**config.mk**
```make
export PLATFORM = sky130hd
export DESIGN_NAME = morse_keyer_flat
export DESIGN_NICKNAME = d
export VERILOG_FILES = /design/src/rtl/morse_keyer_if.sv /design/src/rtl/morse_keyer.sv /design/src/flat_wrapper.sv
export SDC_FILE = /design/constraint.sdc
export NUM_CORES = 1
export LEC_CHECK = 0
export BUFFER_PORTS_ARGS = -buffer_cell sky130_fd_sc_hd__clkbuf_2
export CAP_MARGIN = 20
export CORE_ASPECT_RATIO = 1.1
export CORE_UTILIZATION = 30
export DETAILED_ROUTE_END_ITERATION = 10
export PLACE_DENSITY = 0.56
export SLEW_MARGIN = 20
export SYNTH_ARGS = -nofsm -noshare
export SYNTH_HDL_FRONTEND = slang
export SYNTH_SLANG_ARGS = --single-unit
```
**constraint.sdc**
```tcl
create_clock -name bigclk -period 3.02 [get_ports bigclk]
set_input_delay 0.755 -clock bigclk [delete_from_list [all_inputs] [get_ports bigclk]]
set_output_delay 0.755 -clock bigclk [all_outputs]
set_load 0.01 [all_outputs]
```
**src/rtl/morse_keyer_if.sv**
```systemverilog
// morse_keyer_if: symbol handshake into the keyer FIFO.
// The encoder side is master; the keyer answers with ready.
interface morse_keyer_if;
   logic [2:0] sym_in;
   logic       sym_valid;
   logic       sym_ready;

   modport master (
      output sym_in,
      output sym_valid,
      input  sym_ready
   );

   modport slave (
      input  sym_in,
      input  sym_valid,
      output sym_ready
   );
endinterface

```
**src/rtl/morse_keyer.sv**
```systemverilog
// morse_keyer: symbol FIFO feeding a Morse element timer.
// signal is a pure decode of the state register.
module morse_keyer #(
   parameter int UNIT  = 1,
   parameter int DEPTH = 4
) (
   input  logic         bigclk,
   input  logic         reset_n,
   morse_keyer_if.slave sym,
   output logic         signal,
   output logic         busy,
   output logic         sym_err
);
   localparam int CW = $clog2(6*UNIT+1);
   localparam int AW = $clog2(DEPTH);
   localparam int PW = AW + 1;

   localparam logic [2:0] WAIT  = 3'd0;
   localparam logic [2:0] DIT   = 3'd1;
   localparam logic [2:0] DAH   = 3'd2;
   localparam logic [2:0] GAP   = 3'd3;
   localparam logic [2:0] SPACE = 3'd4;

   localparam logic [CW-1:0] C0  = '0;
   localparam logic [CW-1:0] ONE = CW'(1);
   localparam logic [CW-1:0] T1  = CW'(UNIT);
   localparam logic [CW-1:0] T2  = CW'(2*UNIT);
   localparam logic [CW-1:0] T3  = CW'(3*UNIT);
   localparam logic [CW-1:0] T6  = CW'(6*UNIT);

   typedef enum logic [1:0] {IDLE, MARK, SPC} state_t;

   state_t        state, state_n;
   logic [CW-1:0] cnt, cnt_n;
   logic          err_n;
   logic [2:0]    mem [DEPTH];
   logic [PW-1:0] wptr, rptr;
   logic          full, empty, push, pop;
   logic [2:0]    head;

   // extra pointer bit separates full from empty
   assign empty = wptr == rptr;
   assign full  = (wptr[AW] != rptr[AW]) &&
                  (wptr[AW-1:0] == rptr[AW-1:0]);

   assign sym.sym_ready = !full;
   assign push = sym.sym_valid && !full;
   assign head = mem[rptr[AW-1:0]];
   assign pop  = !empty &&
                 (state == IDLE || (state == SPC && cnt == ONE));

   assign signal = state == MARK;
   assign busy   = state != IDLE || !empty;

   always_ff @(posedge bigclk or negedge reset_n) begin
      if (!reset_n) begin
         wptr <= '0;
         rptr <= '0;
      end else begin
         if (push) wptr <= wptr + PW'(1);
         if (pop)  rptr <= rptr + PW'(1);
      end
   end

   always_ff @(posedge bigclk) begin
      if (push) mem[wptr[AW-1:0]] <= sym.sym_in;
   end

   always_ff @(posedge bigclk or negedge reset_n) begin
      if (!reset_n) begin
         state   <= IDLE;
         cnt     <= C0;
         sym_err <= 1'b0;
      end else begin
         state   <= state_n;
         cnt     <= cnt_n;
         sym_err <= err_n;
      end
   end

   always_comb begin
      state_n = state;
      cnt_n   = cnt;
      err_n   = 1'b0;
      unique case (state)
         MARK: begin
            if (cnt == ONE) begin
               state_n = SPC;
               cnt_n   = T1;
            end else begin
               cnt_n = cnt - ONE;
            end
         end
         SPC: begin
            if (cnt == ONE) begin
               state_n = IDLE;
               cnt_n   = C0;
            end else begin
               cnt_n = cnt - ONE;
            end
         end
         default: ;
      endcase
      // a pop overrides the timer so elements run back to back
      if (pop) begin
         unique case (1'b1)
            head == DIT: begin
               state_n = MARK;
               cnt_n   = T1;
            end
            head == DAH: begin
               state_n = MARK;
               cnt_n   = T3;
            end
            head == GAP: begin
               state_n = SPC;
               cnt_n   = T2;
            end
            head == SPACE: begin
               state_n = SPC;
               cnt_n   = T6;
            end
            head == WAIT: begin
               state_n = IDLE;
               cnt_n   = C0;
            end
            default: begin
               state_n = IDLE;
               cnt_n   = C0;
               err_n   = 1'b1;
            end
         endcase
      end
   end
endmodule

```
**src/flat_wrapper.sv**
```systemverilog
// flat-port wrapper written by rule: the top's interface ports become plain ports
module morse_keyer_flat 
#(
   parameter int UNIT  = 1,
   parameter int DEPTH = 4
)
  (bigclk, reset_n, signal, busy, sym_err, sym_sym_in, sym_sym_valid, sym_sym_ready);
  morse_keyer_if sym_i ();
  input  logic bigclk;
  input  logic reset_n;
  output logic signal;
  output logic busy;
  output logic sym_err;
  input wire logic [$bits(sym_i.sym_in)-1:0] sym_sym_in;
  input wire logic [$bits(sym_i.sym_valid)-1:0] sym_sym_valid;
  output wire logic [$bits(sym_i.sym_ready)-1:0] sym_sym_ready;
  assign sym_i.sym_in = sym_sym_in;
  assign sym_i.sym_valid = sym_sym_valid;
  assign sym_sym_ready = sym_i.sym_ready;
  morse_keyer #(.UNIT(UNIT), .DEPTH(DEPTH)) u_core (.bigclk(bigclk), .reset_n(reset_n), .sym(sym_i), .signal(signal), .busy(busy), .sym_err(sym_err));
endmodule
```
-- Word level (Yosys, flattened, before mapping)
Memories as Yosys holds them, arrays and structs flattened.
Index checks and enable logic that the tools add are counted.
- $add $sub $neg: 3
- eq/ne operators: 12
- mux-type cells: 14
- reductions and logical operators: 16
- operators with widths (operator ; count):
    3-bit case mux with 4 select lines ; 1
    3-bit 2-to-1 mux ; 3
    2-bit case mux with 2 select lines ; 2
    3-bit by 1-bit adder with 3-bit output (second input constant) ; 2
    3-bit by 1-bit equality test with 1-bit output (second input constant) ; 2
    3-bit by 2-bit equality test with 1-bit output (second input constant) ; 2
    2-bit 2-to-1 mux ; 3
    3-bit case mux with 2 select lines ; 1
    5-bit OR reduction ; 1
    1-bit logical AND ; 4
    1-bit 2-to-1 mux ; 4
    2-bit OR reduction ; 2
    3-bit equality test ; 1
    3-bit equality test (second input constant) ; 1
    3-bit logical NOT ; 1
    3-bit by 1-bit != test with 1-bit output (second input constant) ; 1
    3-bit by 2-bit != test with 1-bit output (second input constant) ; 1
    3-bit AND reduction ; 1
    3-bit nonzero test ; 1
    3-bit by 1-bit subtractor with 3-bit output (second input constant) ; 1
    2-bit by 1-bit equality test with 1-bit output (second input constant) ; 1
    2-bit equality test ; 1
    2-bit equality test (second input constant) ; 1
    1-bit logical NOT ; 2
    4 further kinds ; 5
- register bits after elaboration: 12
- bits in writable memories: 12
- bits of input ports: 6
- output and inout bits: 4
- word-level logic and storage cells: 51
- memories: 1
- memory list (name ; words ; bits a word ; rd ports ; clocked after memory_dff ; write ports ; line ; RTL):
    u_core.mem ; 4 ; 3 ; 1 ; 0 ; 1 ; morse_keyer.sv:36 ; logic [2:0] mem [DEPTH];

-- Depth between registers and ports, before layout
Gate-level depths: netlist of run 1.
- word-level depth: 6
- gate-level depth with buffers: 7
- depth with buffers taken out: 7

-- Worst setup path before layout of run 1
No wires, ideal clock.
- path kind: flip-flop to flip-flop
- start: register u_core.rptr[0]
- end: register u_core.cnt[0]
- library setup time: 0.066 ns
- arrival time: 1.883 ns
- required time: 2.954 ns
- path slack: 1.070 ns
- stages on the path, launching flop included: 7
- path buffers: 1
- clock period less this slack: 1.950 ns
- cells stage by stage: dfrtp_1 > buf_6 > mux4_1 > xnor2_1 > or4b_1 > o21ai_1 > and3_1
- cells in the longest elaborated chain, start to end: 4
- elaborated cells between the ends (all ways): 11
- those cells by class: eq/ne: 5; mux: 2; reduce/logical: 3; memory: 1
- RTL lines (item ; line ; RTL):
    from (decl) ; morse_keyer.sv:37 ; logic [PW-1:0] wptr, rptr;
    from (signal assigned) ; morse_keyer.sv:61 ; if (pop) rptr <= rptr + PW'(1);
    memory 4 x 3 bit / 3-bit equality test (equally long branches) ; -- ;
    3-bit equality test (tied with other cells) ; morse_keyer.sv:119 ; head == SPACE: begin
    3-bit case mux with 4 select lines / 1-bit logical AND (equally long branches) ; morse_keyer.sv:106, morse_keyer.sv:49 ;
    3-bit 2-to-1 mux / 3-bit nonzero test (equally long branches) ; -- ;
    to (signal assigned) ; morse_keyer.sv:76 ; cnt <= cnt_n;
    to (decl) ; morse_keyer.sv:34 ; logic [CW-1:0] cnt, cnt_n;
Several ways; a longest one is shown, not always the timed one.
A chain may end at the register's enable or synchronous reset.

-- Worst setup path in the final report of run 1
- start: register u_core.rptr[1]
- end: output busy
- cells in the longest elaborated chain, start to end: 3
- RTL lines (item ; line ; RTL):
    3-bit equality test ; morse_keyer.sv:42 ; assign empty = wptr == rptr;
    1-bit logical NOT ; morse_keyer.sv:53 ; assign busy = state != IDLE || !empty;
    1-bit logical OR ; morse_keyer.sv:53 ;
    to (decl) ; flat_wrapper.sv:12 ; output logic busy;
Every way passes these cells.

==> results of run 1 <==
==> routing by layer <==
layer / up-vias / global-route usage [%] / share of wire [%]
met1: 362 / 11.17 / 45
li1: 383 / - / -
met4: 0 / 3.030 / 1.2
met5: - / 0 / 0
met3: 4 / 3.125 / 3.3
met2: 10 / 17.73 / 50
==> power breakdown <==
part	switching (mW)	internal [mW]
clock network	0.100	0.177
registers	0.135	0.470
logic	0.364	0.333
==> metrics by stage <==
stage               instances  hold slack [ns]  setup slack [ns]  area (sq um)
global placement          158           0.4738            0.9000          1344
detailed placement        158           0.4780            0.8468          1344
finish                    162           0.3636            0.5572          1415
CTS                       162           0.3648            0.5516          1415
floorplan                 100           0.4594             1.070          1254
global route              162           0.3732            0.4510          1415
==> sequential cells by signal (all words and copies together) (netlist names) <==
signal / flops
u_core.mem: 12
u_core.cnt: 3
u_core.rptr: 3
u_core.wptr: 3
u_core.state: 2
u_core.sym_err: 1
==> cells by family (layout without fill, tap and decap cells) <==
family | Yosys count | count (layout)
AO/OA/AOI/OAI | 17 | 17
AND/OR/NAND/NOR | 30 | 30
flip-flops | 24 | 24
buffers and inverters | 8 | 18
XOR/XNOR | 8 | 8
adder cells (fa/ha/maj) | 8 | 8
multiplexers | 5 | 5
==> final timing paths <==
path                                                to  slack [ns]
setup reg to reg             u_core.cnt[0]$_DFFE_PN0P_        0.88
hold reg to reg             u_core.wptr[2]$_DFFE_PN0N_        0.49
max in group asynchronous   u_core.wptr[0]$_DFFE_PN0N_        2.41
min in group bigclk         u_core.wptr[2]$_DFFE_PN0N_        0.49
hold / removal             u_core.state[0]$_DFFE_PN0P_        0.36
setup / recovery                                  busy        0.56
==> worst reg2reg max path: cells and delay by family, from the launching register on <==
family	cells	cell delay, ns
simple gates	2	0.65
xor+xnor	1	0.15
flops	1	0.52
compound gates	1	0.10
mux	1	0.66
==> synthesized netlist by cell type (4+ instances only) <==
library cell / count
and2_1: 4
dfrtp_1: 12
edfxtp_1: 12
ha_1: 7
inv_1: 5
nand2_1: 6
nor2b_1: 6
xor2_1: 5
==> layout make-up <==
type                            count  area [sq um]  area share, %
Timing Repair Buffer                9         45.04          3.183
Inverter                            5         18.77          1.326
Tap cell                           52         65.06          4.598
Sequential cell                    24         660.6          46.68
Multi-Input combinational cell     68         554.3          39.17
Clock inverter                      1         30.03          2.122
Clock buffer                        3         41.29          2.918
==> reports/qor.csv, run 1 <==
stage;metric;value;unit
synthesis;synthAdderAreaFrac;7.784;%
synthesis;yosysSeqAreaShare;52.69;%
drt;drc;0;
critical_path;crit_fanout;6;
synthesis;yosysTopAreaCell;edfxtp_1;
cells_and_area;area_growth;12.87;%
synthesis;muxShareOfSynthArea;7.685;%
timing;fin_crit;2.463;ns
power;power_per_cell_area;1115;mW/mm^2
floorplan;ioPinCount;10;
clock_tree;clk_pin_slew;0.08;ns
synthesis;synth_top_family_by_area;simple AND/OR/NAND/NOR gates;
synthesis;synth_edf_count;12;
timing;fmax;0.4060;GHz
clock_tree;post_cts_buffers;0;
critical_path;start_kind;register;
floorplan;die_w;63.64;um
clock_tree;cts-htree-levels;1;
critical_path;crit_chain;xor2_1 > nor4_1 > nand2b_1 > clkbuf_2;
synthesis;async_reset_ff_share;50.00;%
cells_and_area;nFillCells;404;
clock_tree;clock-root-buffer;clkbuf_8;
power;power.total;1.578;mW
synthesis;synth_area;0.001254;sq mm
cells_and_area;nets;124;
cells_and_area;layout_common_cells;dfrtp_1 (12), edfxtp_1 (12), clkbuf_2 (9);
synthesis;synthSimpleGateAreaFrac;13.97;%
critical_path;r2r_start;u_core.rptr[0]$_DFFE_PN0P_;
synthesis;synth_compound_area_share;9.182;%
clock_tree;clkLatencyLatePin;0.27;ns
critical_path;cpPeakStageDelay;0.48;ns
critical_path;crit_arrival;1.71;ns
timing;skew;0.005508;ns
critical_path;ff2ff_path_depth;5;
clock_tree;cts_tree;yes;
timing;drv_slew;0;
drt;dr_total_vias;759;
synthesis;syn_area_per_cell;12.54;sq um
placement;hpwl;1553;um
critical_path;cp-startpoint;u_core.rptr[1]$_DFFE_PN0P_;
timing;finalSetupTns;0;ns
drt;dr.pass1.iters;2;
timing;hold_viol;0;
synthesis;ys.flop_type;edfxtp_1;
global_routing;grt_max_degree;16;
critical_path;worst_ep_required_time;2.26;ns
run_status;outcome;finished, final reports clean;
timing;rsz0062_at_grt;false;
drt;drt-total-wl;2062;um
floorplan;start_util;31.39;%
drt;ant_nets;0;
global_routing;grt_util_all_layers;9.969;%
drt;routed_via_density;4.685;
floorplan;dieArea;0.004442;sq mm
timing;fin_crit_sh;81.55;%
power;p_leak;0.5702;nW
timing;max-slew-margin-rel;64.74;%
min_path;hold_path.class;in -> async;
synthesis;yosysUniqueCellTypes;39;
timing;worstMarginPinSlew;0.5240;ns
global_routing;grt_pass1_vias;764;
critical_path;critPathSlowestCell;nor4_1;
clock_tree;clock_sinks;24;
placement;port_buffers;9;
synthesis;yosysWarnings;0;
clock_tree;cts_made_buffers;3;
timing;setup_viol;0;
synthesis;synth_xor_area_share;5.589;%
floorplan;die_h;69.80;um
drt;post_drt_wl_per_cell;12.73;um
clock_tree;cts_hold_buffers;0;
floorplan;rows;24;
cells_and_area;drive_gt1_share;14.55;%
floorplan;core-area;0.003994;sq mm
run;drv_cap;0;
critical_path;critical_path_class;reg -> out;
synthesis;syn_inst;100;
clock_tree;cts_resized;0;
global_routing;grt_antenna_before_repair;0;
drt;dr.first_iter.drc_count;36;
global_routing;grt_pass1_wl;3381;um
synthesis;ys_seq_elements;24;
critical_path;worst_path_dominant_cell_family;simple AND/OR/NAND/NOR gates;
global_routing;grt_overflow_total;0;
synthesis;yosysTopAreaCellShare;28.74;%
synthesis;synthesis.nets;113;
cells_and_area;n_antenna_cell;0;
critical_path;crit_buf_inv;1;
synthesis;synthTopCellsByArea;edfxtp_1 (29%), dfrtp_1 (24%), ha_1 (7.0%), mux4_1 (4.2%), xor2_1 (3.5%);
placement;gp_congestion;0.7314;
cells_and_area;postLayoutCoreUtil;35.43;%
critical_path;crit_cells;4;
power;vdd_drop_max;0.0004929;V
critical_path;critPathCaptureType;output port;
clock_tree;cts.path.max_buffers;2;
Note: power is estimated with default switching activity, not from simulation.
==> inputs of run 2 (changes only) <==
--- a/config.mk
+++ b/config.mk
@@ -5,12 +5,13 @@
 export SDC_FILE = /design/constraint.sdc
 export NUM_CORES = 1
 export LEC_CHECK = 0
+export ABC_AREA = 1
 export BUFFER_PORTS_ARGS = -buffer_cell sky130_fd_sc_hd__clkbuf_2
 export CAP_MARGIN = 20
 export CORE_ASPECT_RATIO = 1.1
 export CORE_UTILIZATION = 30
 export DETAILED_ROUTE_END_ITERATION = 10
-export PLACE_DENSITY = 0.56
+export PLACE_DENSITY = 0.57
 export SLEW_MARGIN = 20
 export SYNTH_ARGS = -nofsm -noshare
 export SYNTH_HDL_FRONTEND = slang
==> constraint.sdc (replaced) <==
create_clock -name bigclk -period 2.1 [get_ports bigclk]
set_input_delay 0.525 -clock bigclk [delete_from_list [all_inputs] [get_ports bigclk]]
set_output_delay 0.525 -clock bigclk [all_outputs]
set_load 0.01 [all_outputs]
==> reports/qor.csv, run 2 <==
stage;metric;value;unit;change
run_status;outcome;finished, final reports clean;;
drt;post_drt_wl_per_cell;9.860;um;-23%
cells_and_area;nFillCells;484;;+20%
clock_tree;cts.path.max_buffers;2;;unchanged
timing;skew;0.009281;ns;+0.003773 ns
global_routing;grt_pass1_wl;3753;um;+11%
cells_and_area;nets;186;;+50%
timing;fin_crit;1.964;ns;
cells_and_area;multi_input_area;656.9;sq um;+19%
synthesis;ys.flop_type;edfxtp_1;;
synthesis;muxShareOfSynthArea;0;%;-7.7 points
global_routing;grt_overflow_total;0;;unchanged
critical_path;reg2reg_slack;0.60;ns;-0.28 ns
floorplan;core-area;0.004652;sq mm;+16%
synthesis;yosysTopAreaCellShare;24.87;%;-3.9 points
critical_path;crit_top_cell;nand2_4;;
drt;dr.first_iter.drc_count;31;;-14%
clock_tree;clock-root-buffer;clkbuf_8;;
synthesis;yosysWarnings;0;;unchanged
synthesis;synthesis.nets;174;;+54%
drt;drc;0;;unchanged
cells_and_area;n_antenna_cell;0;;unchanged
power;vdd_drop_max;0.0004934;V;about the same
timing;drv_slew;0;;unchanged
critical_path;crit_arrival;1.44;ns;-0.27 ns
placement;dpl_cell_area;0.001541;sq mm;+15%
critical_path;cp-startpoint;u_core.rptr[0]$_DFFE_PN0P_;;
power;p_leak;0.7730;nW;+36%
timing;fmax;0.5093;GHz;
run;drv_cap;0;;unchanged
critical_path;critical_path_class;reg -> out;;
synthesis;synth_compound_area_share;5.268;%;-3.9 points
global_routing;grt_pass1_vias;892;;+17%
synthesis;yosysSeqAreaShare;45.60;%;-7.1 points
floorplan;ioPinCount;10;;unchanged
synthesis;syn_inst;161;;+61%
synthesis;yosysUniqueCellTypes;25;;-36%
synthesis;synth.most_common_cell;nand2_1;;
timing;hold_viol;0;;unchanged
timing;setup_viol;0;;unchanged
global_routing;grt_max_degree;15;;-1
clock_tree;cts_made_buffers;3;;unchanged
cells_and_area;layout_commonest_cell;nand2_1;;
clock_tree;clkLatencyLatePin;0.27;ns;about the same
drt;dr_total_vias;985;;+30%
synthesis;async_reset_ff_share;50.00;%;unchanged
cells_and_area;regArea;663.1;sq um;+0.38%
min_path;hold_path.class;in -> async;;
placement;hpwl;1846;um;+19%
cells_and_area;largest_reg_flops;12;;unchanged
critical_path;cpPeakStageDelay;0.51;ns;+0.03 ns
timing;worstMarginPinSlew;0.3504;ns;-0.1736 ns
floorplan;dieArea;0.005112;sq mm;+15%
timing;fin_crit_sh;93.51;%;
synthesis;yosysTopAreaCell;edfxtp_1;;
clock_tree;cts-htree-levels;1;;unchanged
floorplan;die_h;74.89;um;+7.3%
synthesis;synthAdderAreaFrac;6.045;%;-1.7 points
synthesis;synthSimpleGateAreaFrac;31.00;%;+17 points
synthesis;synth_area;0.001449;sq mm;+16%
cells_and_area;drive_gt1_share;26.74;%;+12 points
global_routing;grt_antenna_before_repair;0;;unchanged
clock_tree;cts_tree;yes;;
drt;dr.pass1.iters;4;;+2
floorplan;start_util;31.15;%;-0.25 points
synthesis;synth_edf_count;12;;unchanged
placement;gp_congestion;0.8206;;+12%
critical_path;worst_ep_required_time;1.57;ns;-0.69 ns
synthesis;synth_xor_area_share;3.022;%;-2.6 points
power;power.total;2.648;mW;+68%
critical_path;critPathSlowestCell;dfrtp_2;;
critical_path;start_kind;register;;
synthesis;ys_seq_elements;24;;unchanged
synthesis;syn_area_per_cell;8.999;sq um;-28%
power;power_per_cell_area;1636;mW/mm^2;+47%
clock_tree;cts_hold_buffers;0;;unchanged
timing;rsz0062_at_grt;false;;
synthesis;synthTopCellsByArea;edfxtp_1 (25%), dfrtp_1 (21%), nand2_1 (9.6%), ha_1 (6.0%), inv_1 (5.2%);;
drt;routed_via_density;4.320;;-7.8%
floorplan;rows;26;;+8.3%
timing;max-slew-margin-rel;76.55;%;+12 points
cells_and_area;area_growth;11.66;%;
critical_path;r2r_start;u_core.rptr[0]$_DFFE_PN0P_;;
critical_path;critPathCaptureType;output port;;
clock_tree;clock_sinks;24;;unchanged
cells_and_area;postLayoutCoreUtil;34.78;%;-0.66 points
drt;ant_nets;0;;unchanged
critical_path;crit_fanout;13;;+7
clock_tree;clk_pin_slew;0.09;ns;about the same
timing;finalSetupTns;0;ns;unchanged
cells_and_area;stdcell_area;0.001618;sq mm;+14%
placement;port_buffers;9;;unchanged
floorplan;die_w;68.26;um;+7.3%
synthesis;synth_top_family_by_area;simple AND/OR/NAND/NOR gates;;
global_routing;grt_util_all_layers;9.792;%;-0.18 points
synthesis;synth_commonest_cells;nand2_1 (37), inv_1 (20), nor2_1 (13);;
critical_path;crit_chain;inv_4 > nand2_4 > nand2_4 > nand3_4 > inv_1 > nand3_1 > clkbuf_2;;
drt;drt-total-wl;2248;um;+9.0%
cells_and_area;layout_common_cells;nand2_1 (37), inv_1 (20), nor2_1 (13);;
==> run 2: cell types whose count changed after synthesis, moves of 4 or more <==
| cell | delta |
|---|---|
| and2_1 | -4 |
| nand2_2 | +10 |
| nand2_1 | +31 |
| nor2_1 | +10 |
| inv_2 | +5 |
| o21ai_0 | +4 |
| nand2_4 | +6 |
| nand3_1 | +9 |
| nor2b_1 | -6 |
| inv_1 | +15 |
==> run 2: layer usage <==
metal | wire length, um | track usage (%) | share of wire, %
met3 | 87 | 2.727 | 3.9
met5 | 0 | 0 | 0
met4 | 13 | 2.083 | 0.58
met1 | 1074 | 12.26 | 48
met2 | 1073 | 16.67 | 48
==> run 2: metrics by stage <==
| step | instances | hold WS (ns) | worst slack, ns |
|---|---|---|---|
| after floorplan | 161 | 0.2294 | 0.6158 |
| after global placement | 224 | 0.4390 | 0.3456 |
| after detailed placement | 224 | 0.4384 | 0.3155 |
| after CTS | 228 | 0.1396 | 0.07190 |
| after global routing | 228 | 0.1529 | 0.03517 |
| final | 228 | 0.1332 | 0.1364 |
==> run 2: worst paths after layout <==
kind	depth (start not counted)	to
min	1	u_core.cnt[2]$_DFFE_PN0P_
min reg2reg	2	u_core.state[0]$_DFFE_PN0P_
min in group bigclk	1	u_core.mem[3][2]$_DFFE_PP_
max	7	busy
max reg2reg	6	u_core.mem[2][1]$_DFFE_PP_
max in group asynchronous	1	u_core.rptr[0]$_DFFE_PN0P_
==> run 2: critical path: cells and delay by family (launching register included) <==
kind	cells	cell delay [ns]
DFF	1	0.51
and+or+nand+nor	4	0.31
buffers and inverters	3	0.35
==> run 2: what timing repair did <==
action,CTS,global route
buffers inserted,0,0
setup endpoints to repair,1,1
gates resized for setup,1,2
==> run 2: logic make-up (layout without fill, tap and decap cells) <==
group | count (synthesis) | in the layout
adder cells (fa/ha/maj) | 7 | 7
XOR/XNOR | 5 | 5
AND/OR/NAND/NOR | 82 | 82
AO/OA/AOI/OAI | 14 | 14
flip-flops | 24 | 24
buffers and inverters | 29 | 40
==> run 2: where the power goes <==
| group | switching, mW | internal, mW | total (mW) |
|---|---|---|---|
| clock | 0.147 | 0.255 | 0.401 |
| combinational | 0.894 | 0.516 | 1.41 |
| sequential | 0.162 | 0.676 | 0.837 |
==> run 2: layout make-up <==
cell class | count | area share (%)
repair buffers | 9 | 2.784
clock inverters | 1 | 1.856
inverters | 27 | 6.883
well taps | 56 | 4.331
multi-input cells | 108 | 40.60
flip-flops and latches | 24 | 40.99
clock buffers | 3 | 2.552
==> inputs of run 3 (changes only) <==
--- a/config.mk
+++ b/config.mk
@@ -12,6 +12,7 @@
 export CORE_UTILIZATION = 30
 export DETAILED_ROUTE_END_ITERATION = 10
 export PLACE_DENSITY = 0.57
+export RECOVER_POWER = 50
 export SLEW_MARGIN = 20
 export SYNTH_ARGS = -nofsm -noshare
 export SYNTH_HDL_FRONTEND = slang
==> reports/qor.csv, run 3 (synthesis gave the netlist of run 2 again) <==
stage;metric;value;unit;change
run_status;outcome;finished, final reports clean;;
floorplan;die_h;74.89;um;unchanged
drt;dr.first_iter.drc_count;29;;-6.5%
timing;drv_slew;0;;unchanged
cells_and_area;largest_reg_flops;12;;unchanged
power;power.total;2.641;mW;-0.26%
power;pwr-share-comb;53.1;%;about the same
timing;worstMarginPinSlew;0.6937;ns;+0.3433 ns
floorplan;start_util;31.15;%;unchanged
power;swShare;45.38;%;about the same
cells_and_area;layout_commonest_cell;nand2_1;;
power;internal_power;1.442;mW;-0.23%
power;power_per_cell_area;1641;mW/mm^2;+0.29%
cells_and_area;drive_gt1_share;23.26;%;-3.5 points
global_routing;grt_util_all_layers;9.792;%;unchanged
critical_path;crit_arrival;1.44;ns;about the same
floorplan;core-area;0.004652;sq mm;unchanged
clock_tree;cts_tree;yes;;
drt;dr_total_vias;988;;+0.30%
timing;max-slew-margin-rel;53.75;%;-23 points
critical_path;worst_ep_required_time;1.57;ns;about the same
placement;hpwl;1846;um;unchanged
cells_and_area;stdcell_count;228;;unchanged
cells_and_area;postLayoutCoreUtil;34.59;%;-0.19 points
drt;post_drt_wl_per_cell;9.873;um;+0.13%
timing;hold_viol;0;;unchanged
floorplan;ioPinCount;10;;unchanged
placement;port_buffers;9;;unchanged
timing;skew;0.009275;ns;-0.000006550 ns
placement;gp_congestion;0.8206;;unchanged
critical_path;critical_path_class;reg -> out;;
drt;drt-total-wl;2251;um;+0.13%
min_path;hold_path.class;in -> async;;
cells_and_area;nets;186;;unchanged
floorplan;rows;26;;unchanged
global_routing;grt_pass1_vias;892;;unchanged
floorplan;dieArea;0.005112;sq mm;unchanged
global_routing;grt_antenna_before_repair;0;;unchanged
global_routing;grt_pass1_wl;3753;um;unchanged
power;p_leak;0.7580;nW;-1.9%
cells_and_area;area_growth;11.05;%;
timing;finalSetupTns;0;ns;unchanged
timing;rsz0062_at_grt;false;;
critical_path;critPathCaptureType;output port;;
clock_tree;clk_pin_slew;0.09;ns;about the same
timing;setup_viol;0;;unchanged
clock_tree;cts_made_buffers;3;;unchanged
drt;dr.pass1.iters;4;;unchanged
cells_and_area;n_antenna_cell;0;;unchanged
clock_tree;clock_sinks;24;;unchanged
critical_path;start_kind;register;;
drt;ant_nets;0;;unchanged
critical_path;crit_fanout;13;;unchanged
power;p_seq_share;31.7;%;about the same
drt;drc;0;;unchanged
power;power.switching;1.198;mW;-0.28%
clock_tree;clkLatencyLatePin;0.27;ns;about the same
drt;routed_via_density;4.333;;+0.30%
timing;fin_crit_sh;93.59;%;about the same
timing;fmax;0.5088;GHz;about the same
placement;dp.cells;224;;unchanged
run;drv_cap;0;;unchanged
global_routing;grt_max_degree;15;;unchanged
floorplan;die_w;68.26;um;unchanged
clock_tree;cts-htree-levels;1;;unchanged
timing;fin_crit;1.965;ns;+0.001795 ns
power;vdd_drop_max;0.0004933;V;about the same
clock_tree;cts.path.max_buffers;2;;unchanged
clock_tree;clock-root-buffer;clkbuf_8;;
power;p_clk_share;15.2;%;about the same
cells_and_area;layout_common_cells;nand2_1 (37), inv_1 (20), nor2_1 (14);;
global_routing;grt_overflow_total;0;;unchanged
[run 3: cell types whose count changed in the layout (fill, tap and decap cells not counted)]
cell / before / now
nor2_1: 13 / 14
nor2_2: 1 / 0
clkbuf_2: 9 / 4
clkbuf_1: 0 / 5
[run 3: area by class of cell]
class | count | area (sq um)
repair buffers | 9 | 38.79
clock inverters | 1 | 30.03
fillers | 487 | 3043
multi-input cells | 108 | 654.4
inverters | 27 | 111.4
flip-flops and latches | 24 | 663.1
clock buffers | 3 | 41.29
well taps | 56 | 70.07
[run 3: worst paths after layout]
| check | startpoint | end | slack (ns) | cells past startpoint |
|---|---|---|---|---|
| min in group bigclk | u_core.state[0]$_DFFE_PN0P_ | u_core.state[0]$_DFFE_PN0P_ | 0.51 | 2 |
| setup / recovery | u_core.rptr[0]$_DFFE_PN0P_ | busy | 0.13 | 7 |
| setup reg to reg | u_core.rptr[0]$_DFFE_PN0P_ | u_core.mem[2][1]$_DFFE_PP_ | 0.60 | 6 |
| hold reg to reg | u_core.state[0]$_DFFE_PN0P_ | u_core.state[0]$_DFFE_PN0P_ | 0.51 | 2 |
| max in group asynchronous | reset_n | u_core.rptr[0]$_DFFE_PN0P_ | 1.35 | 1 |
| hold / removal | reset_n | u_core.cnt[2]$_DFFE_PN0P_ | 0.26 | 1 |
[run 3: timing repair]
| item | in CTS | in global routing |
|---|---|---|
| endpoints found under the setup margin | 1 | 1 |
| hold buffers | 0 | 0 |
| setup buffers | 0 | 0 |
| hold endpoints to repair | 0 | 0 |
| gates resized for setup | 1 | 2 |
[run 3: critical path: stages (launching register included)]
cell	delay (ns)
dfrtp_2	0.51
inv_4	0.14
nand2_4	0.06
nand2_4	0.08
nand3_4	0.10
inv_1	0.09
nand3_1	0.07
clkbuf_2	0.12
[run 3: power by group through the flow]
stage	Clock, mW	Combinational [mW]	Sequential [mW]
after floorplan	0	1.27	0.770
after global placement	0	1.42	0.839
after detailed placement	0	1.42	0.841
after CTS	0.410	1.43	0.834
after global routing	0.426	1.60	0.863
final	0.401	1.40	0.837
[run 3: routing by layer]
layer	vias up	wire, um	track usage (%)
met4	0	13	2.083
met1	443	1077	12.26
met2	18	1071	16.67
li1	525	-	-
met5	-	0	0
met3	2	88	2.727
[run 3: metrics by stage]
stage | hold WS [ns] | area (sq um) | setup slack (ns)
finish | 0.2649 | 1609 | 0.1346
global route | 0.3246 | 1609 | 0.03517
CTS | 0.1396 | 1614 | 0.07190
detailed placement | 0.4384 | 1541 | 0.3155
global placement | 0.4390 | 1541 | 0.3456
floorplan | 0.2294 | 1449 | 0.6158
